--- src/rtl/code_pkg.sv ---
// Shared code definitions: radix and 4-bit encoding of a digit index for each
// supported code.
package code_pkg;

  localparam int unsigned CODE_BIN     = 0;
  localparam int unsigned CODE_BCD     = 1;
  localparam int unsigned CODE_GRAY    = 2;
  localparam int unsigned CODE_AIKEN   = 3;
  localparam int unsigned CODE_STIBITZ = 4;

  function automatic logic [4:0] code_radix(input int unsigned mode);
    case (mode)
      CODE_BCD, CODE_AIKEN, CODE_STIBITZ: return 5'd10;
      default:                            return 5'd16;
    endcase
  endfunction

  function automatic logic [3:0] code_encode(input int unsigned mode, input logic [3:0] idx);
    case (mode)
      CODE_GRAY:    return idx ^ (idx >> 1);
      // Aiken 2421 skips the six codes 0101..1010
      CODE_AIKEN:   return (idx < 4'd5) ? idx : idx + 4'd6;
      CODE_STIBITZ: return idx + 4'd3;
      default:      return idx;
    endcase
  endfunction

endpackage

--- src/rtl/code_digit.sv ---
// One counter digit: index register with clamped load, up/down step on
// carry_in, and encoded output.
module code_digit
  import code_pkg::*;
#(
  parameter int unsigned MODE = 0
) (
  input  logic       clk,
  input  logic       rst,
  input  logic       carry_in,
  input  logic       up,
  input  logic       load,
  input  logic [3:0] load_idx,
  output logic [3:0] code,
  output logic       at_lim,
  output logic       carry_out
);

  localparam logic [4:0] Radix  = code_radix(MODE);
  localparam logic [3:0] MaxIdx = 4'(Radix - 5'd1);

  logic [3:0] idx_q, idx_d;
  logic [3:0] load_clamped;

  always_comb begin
    load_clamped = ({1'b0, load_idx} >= Radix) ? MaxIdx : load_idx;
    at_lim       = up ? (idx_q == MaxIdx) : (idx_q == 4'd0);
    carry_out    = carry_in & at_lim;

    idx_d = idx_q;
    if (load) begin
      idx_d = load_clamped;
    end else if (carry_in) begin
      if (up) idx_d = at_lim ? 4'd0 : idx_q + 4'd1;
      else    idx_d = at_lim ? MaxIdx : idx_q - 4'd1;
    end
  end

  always_ff @(posedge clk or posedge rst) begin
    if (rst) idx_q <= 4'd0;
    else     idx_q <= idx_d;
  end

  assign code = code_encode(MODE, idx_q);

endmodule

--- src/rtl/code_counter.sv ---
// Multi-digit up/down counter emitting each digit in a selectable 4-bit code,
// with wrap or saturate at the range ends, parallel load and overflow pulse.
module code_counter
  import code_pkg::*;
#(
  parameter int unsigned DIGITS = 4,
  parameter int unsigned MODE   = 0,
  parameter int unsigned WRAP   = 1
) (
  input  logic                  clk,
  input  logic                  rst,
  input  logic                  en,
  input  logic                  up,
  input  logic                  load,
  input  logic [4*DIGITS-1:0]   load_idx,
  output logic [4*DIGITS-1:0]   q,
  output logic                  ovf,
  output logic                  at_lim
);

  localparam bit Saturate = (WRAP == 0);

  logic [DIGITS:0]   carry;
  logic [DIGITS-1:0] dig_lim;
  logic              ovf_d;

  assign at_lim = &dig_lim;

  // Saturation blocks the step at digit 0, so no digit ever moves at the limit.
  assign carry[0] = en & ~(Saturate & at_lim);

  for (genvar g = 0; g < DIGITS; g++) begin : g_digit
    code_digit #(
      .MODE(MODE)
    ) u_digit (
      .clk      (clk),
      .rst      (rst),
      .carry_in (carry[g]),
      .up       (up),
      .load     (load),
      .load_idx (load_idx[4*g +: 4]),
      .code     (q[4*g +: 4]),
      .at_lim   (dig_lim[g]),
      .carry_out(carry[g+1])
    );
  end

  // Ripple out of the top digit is a wrap; a blocked step is a saturation hit.
  assign ovf_d = ~load & (carry[DIGITS] | (Saturate & en & at_lim));

  always_ff @(posedge clk or posedge rst) begin
    if (rst) ovf <= 1'b0;
    else     ovf <= ovf_d;
  end

endmodule
--- config.mk ---
export PLATFORM = sky130hd
export DESIGN_NAME = code_counter
export DESIGN_NICKNAME = d
export VERILOG_FILES = /design/src/rtl/code_pkg.sv /design/src/rtl/code_digit.sv /design/src/rtl/code_counter.sv
export SDC_FILE = /design/constraint.sdc
export NUM_CORES = 1
export LEC_CHECK = 0
export CAP_MARGIN = 0
export CORE_MARGIN = 8
export CORE_UTILIZATION = 40
export DETAILED_ROUTE_END_ITERATION = 10
export PLACE_DENSITY = 0.75
export RECOVER_POWER = 100
export SYNTH_ARGS = -nofsm -noshare
export SYNTH_HDL_FRONTEND = slang
export SYNTH_HIERARCHICAL = 1
export SYNTH_SLANG_ARGS = --single-unit
--- constraint.sdc ---
create_clock -name clk -period 7.25 [get_ports clk]
set_clock_uncertainty 0.15 [all_clocks]
set_input_delay 1.45 -clock clk [delete_from_list [all_inputs] [get_ports clk]]
set_output_delay 1.45 -clock clk [all_outputs]
set_load 0.02 [all_outputs]
==> results of run 1 <==
[through the flow]
stage | util | hold WS, ns | setup WS, ns
floorplan | - | 0.5813 | 3.402
global placement | 0.5428 | 0.5000 | 1.772
detailed placement | 0.5428 | 0.5278 | 1.733
CTS | 0.5510 | 0.5546 | 1.734
global route | 0.5510 | 0.5914 | 1.595
finish | 0.5510 | 0.5498 | 1.730
[sequential cells by signal, summed over array words and instances (netlist names)]
signal	flops
g_digit.u_digit/code	16
ovf	1
[worst max-delay path, delay by kind of cell]
kind            cells  cell delay (ns)
compound gates      1             0.20
simple gates        2             0.71
buf+inv             2             1.55
[where the power goes]
| part | internal [mW] | total (mW) | switching, mW |
|---|---|---|---|
| Clock | 0.0206 | 0.0533 | 0.0327 |
| Sequential | 0.104 | 0.121 | 0.0167 |
| Combinational | 0.0525 | 0.107 | 0.0546 |
| Total | 0.177 | 0.281 | 0.104 |
[worst paths after layout]
path / from / endpoint / slack [ns] / depth (start not counted)
worst max-delay path: up / at_lim / 1.73 / 5
worst min-delay path: g_digit[2].u_digit/code[1] / g_digit[2].u_digit/code[1] / 0.55 / 2
worst max register to register: g_digit[0].u_digit/code[0] / g_digit[3].u_digit/code[2] / 4.09 / 10
worst min register to register: g_digit[2].u_digit/code[1] / g_digit[2].u_digit/code[1] / 0.55 / 2
max in group asynchronous: rst / g_digit[3].u_digit/code[1] / 5.32 / 2
min in group asynchronous: rst / ovf / 1.39 / 2
[cell type report]
cell class                      instances  area share
Timing Repair Buffer                   39      0.2093
Sequential cell                        17      0.2296
Clock buffer                            3     0.01215
Clock inverter                          1    0.002701
Multi-Input combinational cell        134      0.4808
Tap cell                               46     0.03106
Inverter                               17     0.03444
[layout by cell type, fill, tap and decap left out, drive strengths merged]
master / instances
inv: 17
o21ai: 28
and3: 4
nand2: 20
nor2: 4
a31oi: 4
nor2b: 1
nand2b: 8
a21oi: 12
o22ai: 4
or3b: 4
mux2i: 4
clkinv: 1
mux2: 4
clkdlybuf4s50: 18
dfrtp: 17
dlygate4sd3: 20
nor3b: 4
nand4: 4
clkbuf: 3
o311a: 4
and4: 1
o31ai: 4
xnor2: 8
ha: 8
and2: 4
buf: 1
[metal layers]
metal,vias up,share of wire
met2,30,0.48
met4,0,0.012
met3,6,0.047
met5,-,0
met1,649,0.46
li1,690,-
[cell families (layout without fill, tap and decap cells)]
logic type | count (synthesis) | in the layout | synth area share
muxes | 8 | 8 | 0.06077
and+or+nand+nor | 54 | 54 | 0.2109
buffers and inverters | 21 | 60 | 0.05987
adders and majority gates | 8 | 8 | 0.07150
AOI/OAI and AO/OA | 56 | 56 | 0.2431
xor gates and xnor gates | 8 | 8 | 0.05005
DFF | 17 | 17 | 0.3038
==> results_dict.tcl, run 1 <==
set metrics [dict create \
    cp_common_cell "dlygate4sd3_1" \
    layout.area.seq_um2 425.4 \
    drv_slew 0 \
    grtUsageMet2 0.2217 \
    status "finished clean" \
    ant_nets 0 \
    min_period_ns 5.520 \
    synth_cell_types 24 \
    ys_seq_area_frac 0.3038 \
    rows 21 \
    peakVddDrop_v 0.00006832 \
    syn_area_per_cell_um2 8.140 \
    post-place-cells 253 \
    insertion_delay_ns 0.31 \
    post-route-period-util 0.7614 \
    top_usage_layer "met2" \
    wl_per_cell_um 13.76 \
    clk_pin_slew_ns 0.10 \
    hold_path_class "flip-flop to flip-flop" \
    multi_input_comb_area_um2 890.9 \
    dieArea_um2 5649 \
    cp-start-kind "input pin" \
    rsz0062_at_grt "no" \
    crit_type "input pin to output port" \
    setup_viol 0 \
    fill_cells 348 \
    viasPerCell 5.350 \
    syn_area_um2 1400 \
    ctsHtreeMaxLevel 1 \
    arrival_ns 3.92 \
    netlist.area_leader.share 0.3038 \
    grt_pass1_wl_mm 5.975 \
    grtUsageMet3 0.02530 \
    die_h_um 75.16 \
    portBuffers 38 \
    p_per_area_nw_per_um2 151.7 \
    p_leak_nw 0.7839 \
    area_growth_pct 32.35 \
    synthTopCellsByCount "nand2_1 (20), dfrtp_1 (17), inv_1 (17)" \
    cts_tree "done" \
    drive_gt1_frac 0.04265 \
    initial_core_util 0.4163 \
    synth_largest_area_cell "dfrtp_1" \
    dp_hpwl_mm 2.691 \
    ios 39 \
    finalInstanceArea_um2 1853 \
    tns_ns 0 \
    antennaDiodeCount 0 \
    holdBufCountCts 0 \
    yosys_warnings 6 \
    routabilityCongestion 0.8224 \
    synth_edf_count 0 \
    instances_no_fill 257 \
    grt-ovfl-total 0 \
    critPathCaptureType "output port" \
    worst_path_max_delay_cell "dlygate4sd3_1" \
    cp_cell_sequence "dlygate4sd3_1, or3b_1, o21ai_0, and4_1, dlygate4sd3_1" \
    vias 1375 \
    required_ns 5.65 \
    cts_setup_buffers 0 \
    core_area_um2 3363 \
    synthTopCellsByArea "dfrtp_1 (30%), ha_1 (7.1%), o21ai_1 (5.7%)" \
    cts_resized 0 \
    clock_path_buffers 2 \
    power_uw 281.2 \
    met1_usage 0.1649 \
    tightestPinTransition_ns 0.9140 \
    finalWirelength_mm 3.537 \
    synth_cells 172 \
    antenna_found_initial 0 \
    ys.flop_type "dfrtp_1" \
    hold_violations 0 \
    cts_num_sinks 17 \
    ys_seq_elements 17 \
    maxCapViolCount 0 \
    cts_buffers 3 \
    dr.pass1.iters 5 \
    async_flop_share 1.000 \
    fmax_mhz 181.2 \
    grt_max_degree 38 \
    drc_errors 0 \
    max_stage_delay_ns 0.87 \
    critPathMaxFanout 24 \
    maxSlewHeadroom 0.3887 \
    yosysMostFrequentCell "nand2_1" \
    grtUsageTotal 0.1341 \
    synth_fp_nets 201 \
    die_w_um 75.16 \
    first_global_vias 1344 \
    drt_iter0_drc 77 \
    cts_root_buf "clkbuf_4" \
    nets 241 \
    placed_area_um2 1826 \
]
No activity file was read; power rests on OpenSTA's default activity.
==> inputs of run 2 (changes only) <==
--- a/config.mk
+++ b/config.mk
@@ -9,7 +9,7 @@
 export CORE_MARGIN = 8
 export CORE_UTILIZATION = 40
 export DETAILED_ROUTE_END_ITERATION = 10
-export PLACE_DENSITY = 0.75
+export PLACE_DENSITY = 0.77
 export RECOVER_POWER = 100
 export SYNTH_ARGS = -nofsm -noshare
 export SYNTH_HDL_FRONTEND = slang
==> constraint.sdc (replaced) <==
create_clock -name clk -period 4.59 [get_ports clk]
set_clock_uncertainty 0.15 [all_clocks]
set_input_delay 0.918 -clock clk [delete_from_list [all_inputs] [get_ports clk]]
set_output_delay 0.918 -clock clk [all_outputs]
set_load 0.02 [all_outputs]
==> run 2 against run 1 <==
Net effect: register-to-register slack lost 2.7 ns; combinational power grew 58%; final area increased by 0.34%; wire length is 3.9% lower; die area unchanged; flip-flop and latch count unchanged; count of clock-buffer cells in the layout rose by 1; via count down 1.1%; critical path type unchanged; sequential power increased by 58%; worst hold slack better by 0.0026 ns.
==> results_dict.tcl, run 2 (synthesis gave the netlist of run 1 again) <==
set metrics [dict create \
    status "finished clean" \
    critPathCaptureType "output port" \
    drc_errors 0 \
    initial_core_util 0.4163 \
    largest_reg_flops 16 \
    critPathMaxFanout 15 \
    insertion_delay_ns 0.29 \
    hold_path_class "flip-flop to flip-flop" \
    cts_resized 0 \
    ctsHtreeMaxLevel 1 \
    cts_tree "done" \
    first_global_vias 1271 \
    cts_root_buf "clkbuf_4" \
    grt_pass1_wl_mm 5.699 \
    tns_ns 0 \
    post-route-period-util 0.9268 \
    tightestPinTransition_ns 0.5958 \
    clk_pin_slew_ns 0.10 \
    grt_max_degree 22 \
    p_per_area_nw_per_um2 237.5 \
    cts_setup_buffers 0 \
    wl_per_cell_um 13.12 \
    crit_type "input pin to output port" \
    grtUsageTotal 0.1286 \
    min_period_ns 4.254 \
    dieArea_um2 5649 \
    drt_iter0_drc 65 \
    dr.pass1.iters 4 \
    cts_buffers 3 \
    ios 39 \
    final_common_cell "nand2_1" \
    vias 1360 \
    p_leak_nw 0.7800 \
    maxCapViolCount 0 \
    finalWirelength_mm 3.398 \
    drv_slew 0 \
    maxSlewHeadroom 0.6016 \
    setup_viol 0 \
    rows 21 \
    peakVddDrop_v 0.0001073 \
    antenna_found_initial 0 \
    die_h_um 75.16 \
    area_growth_pct 32.80 \
    dp_hpwl_mm 2.627 \
    fmax_mhz 235.1 \
    grt-ovfl-total 0 \
    power_uw 441.6 \
    multi_input_comb_area_um2 890.9 \
    antennaDiodeCount 0 \
    holdBufCountCts 0 \
    arrival_ns 3.19 \
    nets 243 \
    fill_cells 332 \
    die_w_um 75.16 \
    drive_gt1_frac 0.03756 \
    holdPathStages 2 \
    viasPerCell 5.251 \
    hold_violations 0 \
    rsz0062_at_grt "no" \
    cp-start-kind "input pin" \
    ant_nets 0 \
    cts_num_sinks 17 \
    layout.area.seq_um2 425.4 \
    clock_path_buffers 2 \
    core_area_um2 3363 \
    layout_common_cells "nand2_1 (20), o21ai_0 (19), clkdlybuf4s50_1 (19), dlygate4sd3_1 (19)" \
    portBuffers 38 \
    required_ns 3.52 \
    routabilityCongestion 0.8981 \
    reg2regPathDepth 10 \
]
-- run 2: layout make-up --
cell class | instances | share of cell area
timing repair buffer | 41 | 0.2127
tap | 46 | 0.03096
multi-input combinational | 134 | 0.4791
clock buffer | 4 | 0.01413
inverter | 17 | 0.03432
sequential | 17 | 0.2288
-- run 2: path summary, 6_finish.rpt --
path,from,slack (ns),to
max,up,0.34,at_lim
min,g_digit[1].u_digit/code[1],0.55,g_digit[1].u_digit/code[1]
max reg2reg,g_digit[0].u_digit/code[0],1.38,g_digit[3].u_digit/code[0]
min reg2reg,g_digit[1].u_digit/code[1],0.55,g_digit[1].u_digit/code[1]
max in group asynchronous,rst,3.21,g_digit[3].u_digit/code[1]
min in group asynchronous,rst,0.86,ovf
-- run 2: per-layer routing --
layer	share of wire	global-route usage	up-vias
met5	0	0	-
met4	0.0079	0.03838	0
met3	0.079	0.03595	4
met2	0.46	0.2054	45
met1	0.45	0.1632	615
li1	-	-	696
-- run 2: report_power, final --
part | switching (mW) | internal (mW)
logic | 0.0857 | 0.0832
clock network | 0.0479 | 0.0338
registers | 0.0268 | 0.164
-- run 2: metrics by stage --
| stage | hold WS [ns] | area, µm² | util | worst slack [ns] | std cells |
|---|---|---|---|---|---|
| floorplan | 0.4967 | 1400 | - | 1.806 | 172 |
| global placement | 0.5136 | 1841 | 0.5472 | 0.4847 | 255 |
| detailed placement | 0.5384 | 1841 | 0.5472 | 0.4463 | 255 |
| CTS | 0.5611 | 1867 | 0.5551 | 0.4500 | 259 |
| global route | 0.6056 | 1859 | 0.5528 | 0.2166 | 259 |
| finish | 0.5524 | 1859 | 0.5528 | 0.3361 | 259 |
-- run 2: critical path: stages --
cell and delay (ns):
dlygate4sd3_1 0.86, clkbuf_1 0.22, and3_1 0.19, nand2_1 0.06, o21ai_0 0.10, and4_1 0.23
clkdlybuf4s50_1 0.60
==> RTL edit 1, RTL diff (config.mk and constraints of run 1) <==
Make the reset (`rst`) synchronous in 2 clocked blocks.
--- a/src/rtl/code_digit.sv
+++ b/src/rtl/code_digit.sv
@@ -36,7 +36,7 @@
     end
   end
 
-  always_ff @(posedge clk or posedge rst) begin
+  always_ff @(posedge clk) begin
     if (rst) idx_q <= 4'd0;
     else     idx_q <= idx_d;
   end
--- a/src/rtl/code_counter.sv
+++ b/src/rtl/code_counter.sv
@@ -48,7 +48,7 @@
   // Ripple out of the top digit is a wrap; a blocked step is a saturation hit.
   assign ovf_d = ~load & (carry[DIGITS] | (Saturate & en & at_lim));
 
-  always_ff @(posedge clk or posedge rst) begin
+  always_ff @(posedge clk) begin
     if (rst) ovf <= 1'b0;
     else     ovf <= ovf_d;
   end
Check against the original RTL: differs if rst is asserted again (counterexample within 4 cycles, from zero or initial values and one cycle with rst high); with rst held inactive, the same outputs for 10 cycles.
==> RTL edit 1 against run 1 <==
  * Worst setup slack got worse by 0.031 ns
  * Critical endpoint unchanged
  * Via count decreased by 1.3%
  * Design area down 0.95%
  * Area after synthesis is 0.54% higher
  * Largest cell class unchanged
  * Largest power group unchanged
  * Sequential cell count did not move
  * Critical path depth unchanged
  * Power shrank 11%
  * Routed wire length is 5.7% lower
==> RTL edit 1: results (changes against run 1) <==
| Item | Reported | Unit | vs run 1 |
|:---|:---|:---|:---|
| Area taken by flip-flops and latches | 340 | µm² | was 425 µm² |
| DRT iter0 DRCs | 127 | - | was 77 |
| Number of non-clock buffers | 38 | - | was 39 |
| Number of nets in the final layout | 243 | - | was 241 |
| Number of vias per cell after detailed routing | 5.24 | - | was 5.35 |
| Area share of xor/xnor cells in the synthesized design | 0.0498 | - | was 0.0500 |
| Total track usage | 0.124 | - | was 0.134 |
| Highest ir drop seen on vdd | 0.0000625 | V | was 0.0000683 V |
| Total number of vias | 1,357 | - | was 1,375 |
| Half-perimeter wire length after detailed placement | 2460 | µm | was 2690 µm |
| Met3 WL post-DR | 197 | µm | was 167 µm |
| Met2 capacity usage during global routing | 0.201 | - | was 0.222 |
| Sequential fraction of total cell area | 0.185 | - | was 0.230 |
| Signal arrival time at the worst endpoint | 3.95 | ns | was 3.92 ns |
| Fraction of final layout cells with drive strength greater than 1 | 0.113 | - | was 0.0427 |
| LEAKAGE | 0.759 | nW | was 0.784 nW |
| Net Count, Synth | 204 | - | was 201 |
| Unique cell type count in the Yosys netlist | 29 | - | was 24 |
| Relative max-transition margin | 0.404 | - | was 0.389 |
| Wire length the detailed router placed on met1 | 1510 | µm | was 1640 µm |
| Clock network contribution to total cell area | 0.0143 | - | was 0.0149 |
| Iteration count of the initial detailed-routing pass | 4 | - | was 5 |
| Share of total power consumed by net switching | 0.339 | - | was 0.370 |
| Final WL | 3340 | µm | was 3540 µm |
| Fillers | 366 | - | was 348 |
| Largest net degree at the start of global routing | 25 | - | was 38 |
| Non-clock inverter total of the final layout | 16 | - | was 17 |
| Combined area of the multi-input logic cells | 971 | µm² | was 891 µm² |
| Result of the run | finished, final reports clean | - | unchanged |
| Seq/Total Area, Yosys | 0.242 | - | was 0.304 |
| Wire length of the first global-routing pass | 5600 | µm | was 5980 µm |
| Fraction of registers with async set or reset after synthesis | 0 | - | was 1.00 |
| Number of global-route vias before repair | 1,250 | - | was 1,344 |
| Fraction of synthesized area in multiplexers | 0.0604 | - | was 0.0608 |
| Power consumed by combinational cells | 84.4 | µW | was 107 µW |
| Weighted congestion reported at the end of routability-driven placement | 0.809 | - | was 0.822 |
| Largest cells by area after synthesis | sky130_fd_sc_hd__dfxtp_1 (24%), sky130_fd_sc_hd__ha_1 (7.1%), sky130_fd_sc_hd__inv_1 (4.3%) | - | was sky130_fd_sc_hd__dfrtp_1 (30%), sky130_fd_sc_hd__ha_1 (7.1%), sky130_fd_sc_hd__o21ai_1 (5.7%) |
[RTL edit 1: cell types whose count changed in the layout (fill, tap and decap cells not counted), moves of 5 or more]
cell,run 1,this run
sky130_fd_sc_hd__a211oi_1,0,5
sky130_fd_sc_hd__dfrtp_1,17,0
sky130_fd_sc_hd__dfxtp_1,0,17
sky130_fd_sc_hd__nand2b_1,8,0
sky130_fd_sc_hd__nor2_1,4,16
sky130_fd_sc_hd__o21ai_0,20,12
sky130_fd_sc_hd__o21ai_1,8,1
[RTL edit 1: worst paths after layout]
kind                                endpoint  slack, ns                        from
setup reg to reg  g_digit[3].u_digit/code[2]       4.02  g_digit[0].u_digit/code[0]
setup / recovery                      at_lim       1.70                          up
hold / removal    g_digit[3].u_digit/code[1]       0.52  g_digit[3].u_digit/code[1]
hold reg to reg   g_digit[3].u_digit/code[1]       0.52  g_digit[3].u_digit/code[1]
==> RTL edit 2, RTL diff (config.mk and constraints of run 1) <==
Without the edit above. `MODE` is set to 0 in 2 places; all go to 1.
--- a/src/rtl/code_digit.sv
+++ b/src/rtl/code_digit.sv
@@ -3,7 +3,7 @@
 module code_digit
   import code_pkg::*;
 #(
-  parameter int unsigned MODE = 0
+  parameter int unsigned MODE = 1
 ) (
   input  logic       clk,
   input  logic       rst,
--- a/src/rtl/code_counter.sv
+++ b/src/rtl/code_counter.sv
@@ -4,7 +4,7 @@
   import code_pkg::*;
 #(
   parameter int unsigned DIGITS = 4,
-  parameter int unsigned MODE   = 0,
+  parameter int unsigned MODE   = 1,
   parameter int unsigned WRAP   = 1
 ) (
   input  logic                  clk,
Behaviour: not the same (a bounded check fails within 4 cycles, from zero or initial values and one cycle with rst high).
==> RTL edit 2 against run 1 <==
  * Core utilization fell by 5.2 points
  * Power grew 18%
  * Routed wire length grew 19%
  * Sequential cell count unchanged
  * Clock power rose by 30%
  * Via count is 23% higher
  * Critical path depth up 1
  * Sequential power up 7%
  * Combinational power rose by 25%
  * Design area is 17% higher
  * Sequential share of layout area shrank 3.4 points
  * Maximum frequency down 5.2%
  * Worst setup slack worse by 0.30 ns
  * Area after synthesis rose by 29%
  * Critical path type unchanged
  * Largest cell class unchanged
==> RTL edit 2: results (changes against run 1) <==
| Item | Reported | Unit | vs run 1 |
|:---|:---|:---|:---|
| Multi-input combinational gate total | 166 | - | was 134 |
| Met2 capacity usage during global routing | 0.198 | - | was 0.222 |
| Clock network contribution to total cell area | 0.0207 | - | was 0.0149 |
| Sink of the worst hold path | g_digit[0].u_digit/code[2] | - | was g_digit[2].u_digit/code[1] |
| Number of placed instances with taps included | 296 | - | was 253 |
| Fillers | 431 | - | was 348 |
| Total track usage | 0.121 | - | was 0.134 |
| CTS root buffer | sky130_fd_sc_hd__clkbuf_8 | - | was sky130_fd_sc_hd__clkbuf_4 |
| Total number of vias | 1,695 | - | was 1,375 |
| Clock group power | 69.3 | µW | was 53.3 µW |
| Final Cycle Share | 0.803 | - | was 0.761 |
| Clock tree buffer count of the final layout | 4 | - | was 3 |
| Placed instance area | 0.00215 | mm² | was 0.00183 mm² |
| Power per standard cell area | 153 | mW/mm² | was 152 mW/mm² |
| Synthesized-area fraction occupied by adder cells | 0.0829 | - | was 0.0715 |
| Maximum net fanout on the critical path | 15 | - | was 24 |
| Largest cells by area after synthesis | sky130_fd_sc_hd__dfrtp_1 (23%), sky130_fd_sc_hd__ha_1 (8.3%), sky130_fd_sc_hd__buf_6 (5.0%) | - | was sky130_fd_sc_hd__dfrtp_1 (30%), sky130_fd_sc_hd__ha_1 (7.1%), sky130_fd_sc_hd__o21ai_1 (5.7%) |
| Combined area of the multi-input logic cells | 0.00117 | mm² | was 891 µm² |
| Number of global-route vias before repair | 1,586 | - | was 1,344 |
| Clock latency of the later-clocked register in the worst-skew pair | 0.25 | ns | was 0.31 ns |
| Number of nets in the final layout | 282 | - | was 241 |
| Post-Synthesis Cells | 220 | - | was 172 |
| Fraction of final layout cells with drive strength greater than 1 | 0.0565 | - | was 0.0427 |
| Finished Layout Cells | 300 | - | was 257 |
| Fraction of synthesized area in multiplexers | 0.0221 | - | was 0.0608 |
| Count of sequential standard cells | 17 | - | unchanged |
| Clock transition at the register clock pins on the worst setup and hold paths after CTS | 0.06 | ns | was 0.10 ns |
| Result of the run | finished, final reports clean | - | unchanged |
| Wire length of the first global-routing pass | 7380 | µm | was 5980 µm |
| Iteration count of the initial detailed-routing pass | 4 | - | was 5 |
| Seq/Total Area, Yosys | 0.235 | - | was 0.304 |
| Net Count, Synth | 253 | - | was 201 |
| Data-path buffer share of cell area in the final layout | 0.180 | - | was 0.209 |
| Met2 wirelength from detailed routing | 2080 | µm | was 1690 µm |
## RTL edit 2: cell count changes after synthesis, moves of 8 or more
| cell | before | now |
|---|---|---|
| sky130_fd_sc_hd__o21a_1 | 0 | 8 |
| sky130_fd_sc_hd__o31ai_1 | 0 | 8 |
| sky130_fd_sc_hd__o21ai_1 | 16 | 4 |
| sky130_fd_sc_hd__buf_6 | 0 | 8 |
| sky130_fd_sc_hd__o21bai_1 | 0 | 8 |
| sky130_fd_sc_hd__nand2_1 | 20 | 12 |
## RTL edit 2: critical path, cell delays in order
cell	delay [ns]
sky130_fd_sc_hd__dlygate4sd3_1	0.94
sky130_fd_sc_hd__clkbuf_1	0.57
sky130_fd_sc_hd__nand3_1	0.23
sky130_fd_sc_hd__a21oi_4	0.20
sky130_fd_sc_hd__and4_1	0.22
sky130_fd_sc_hd__clkdlybuf4s50_1	0.60
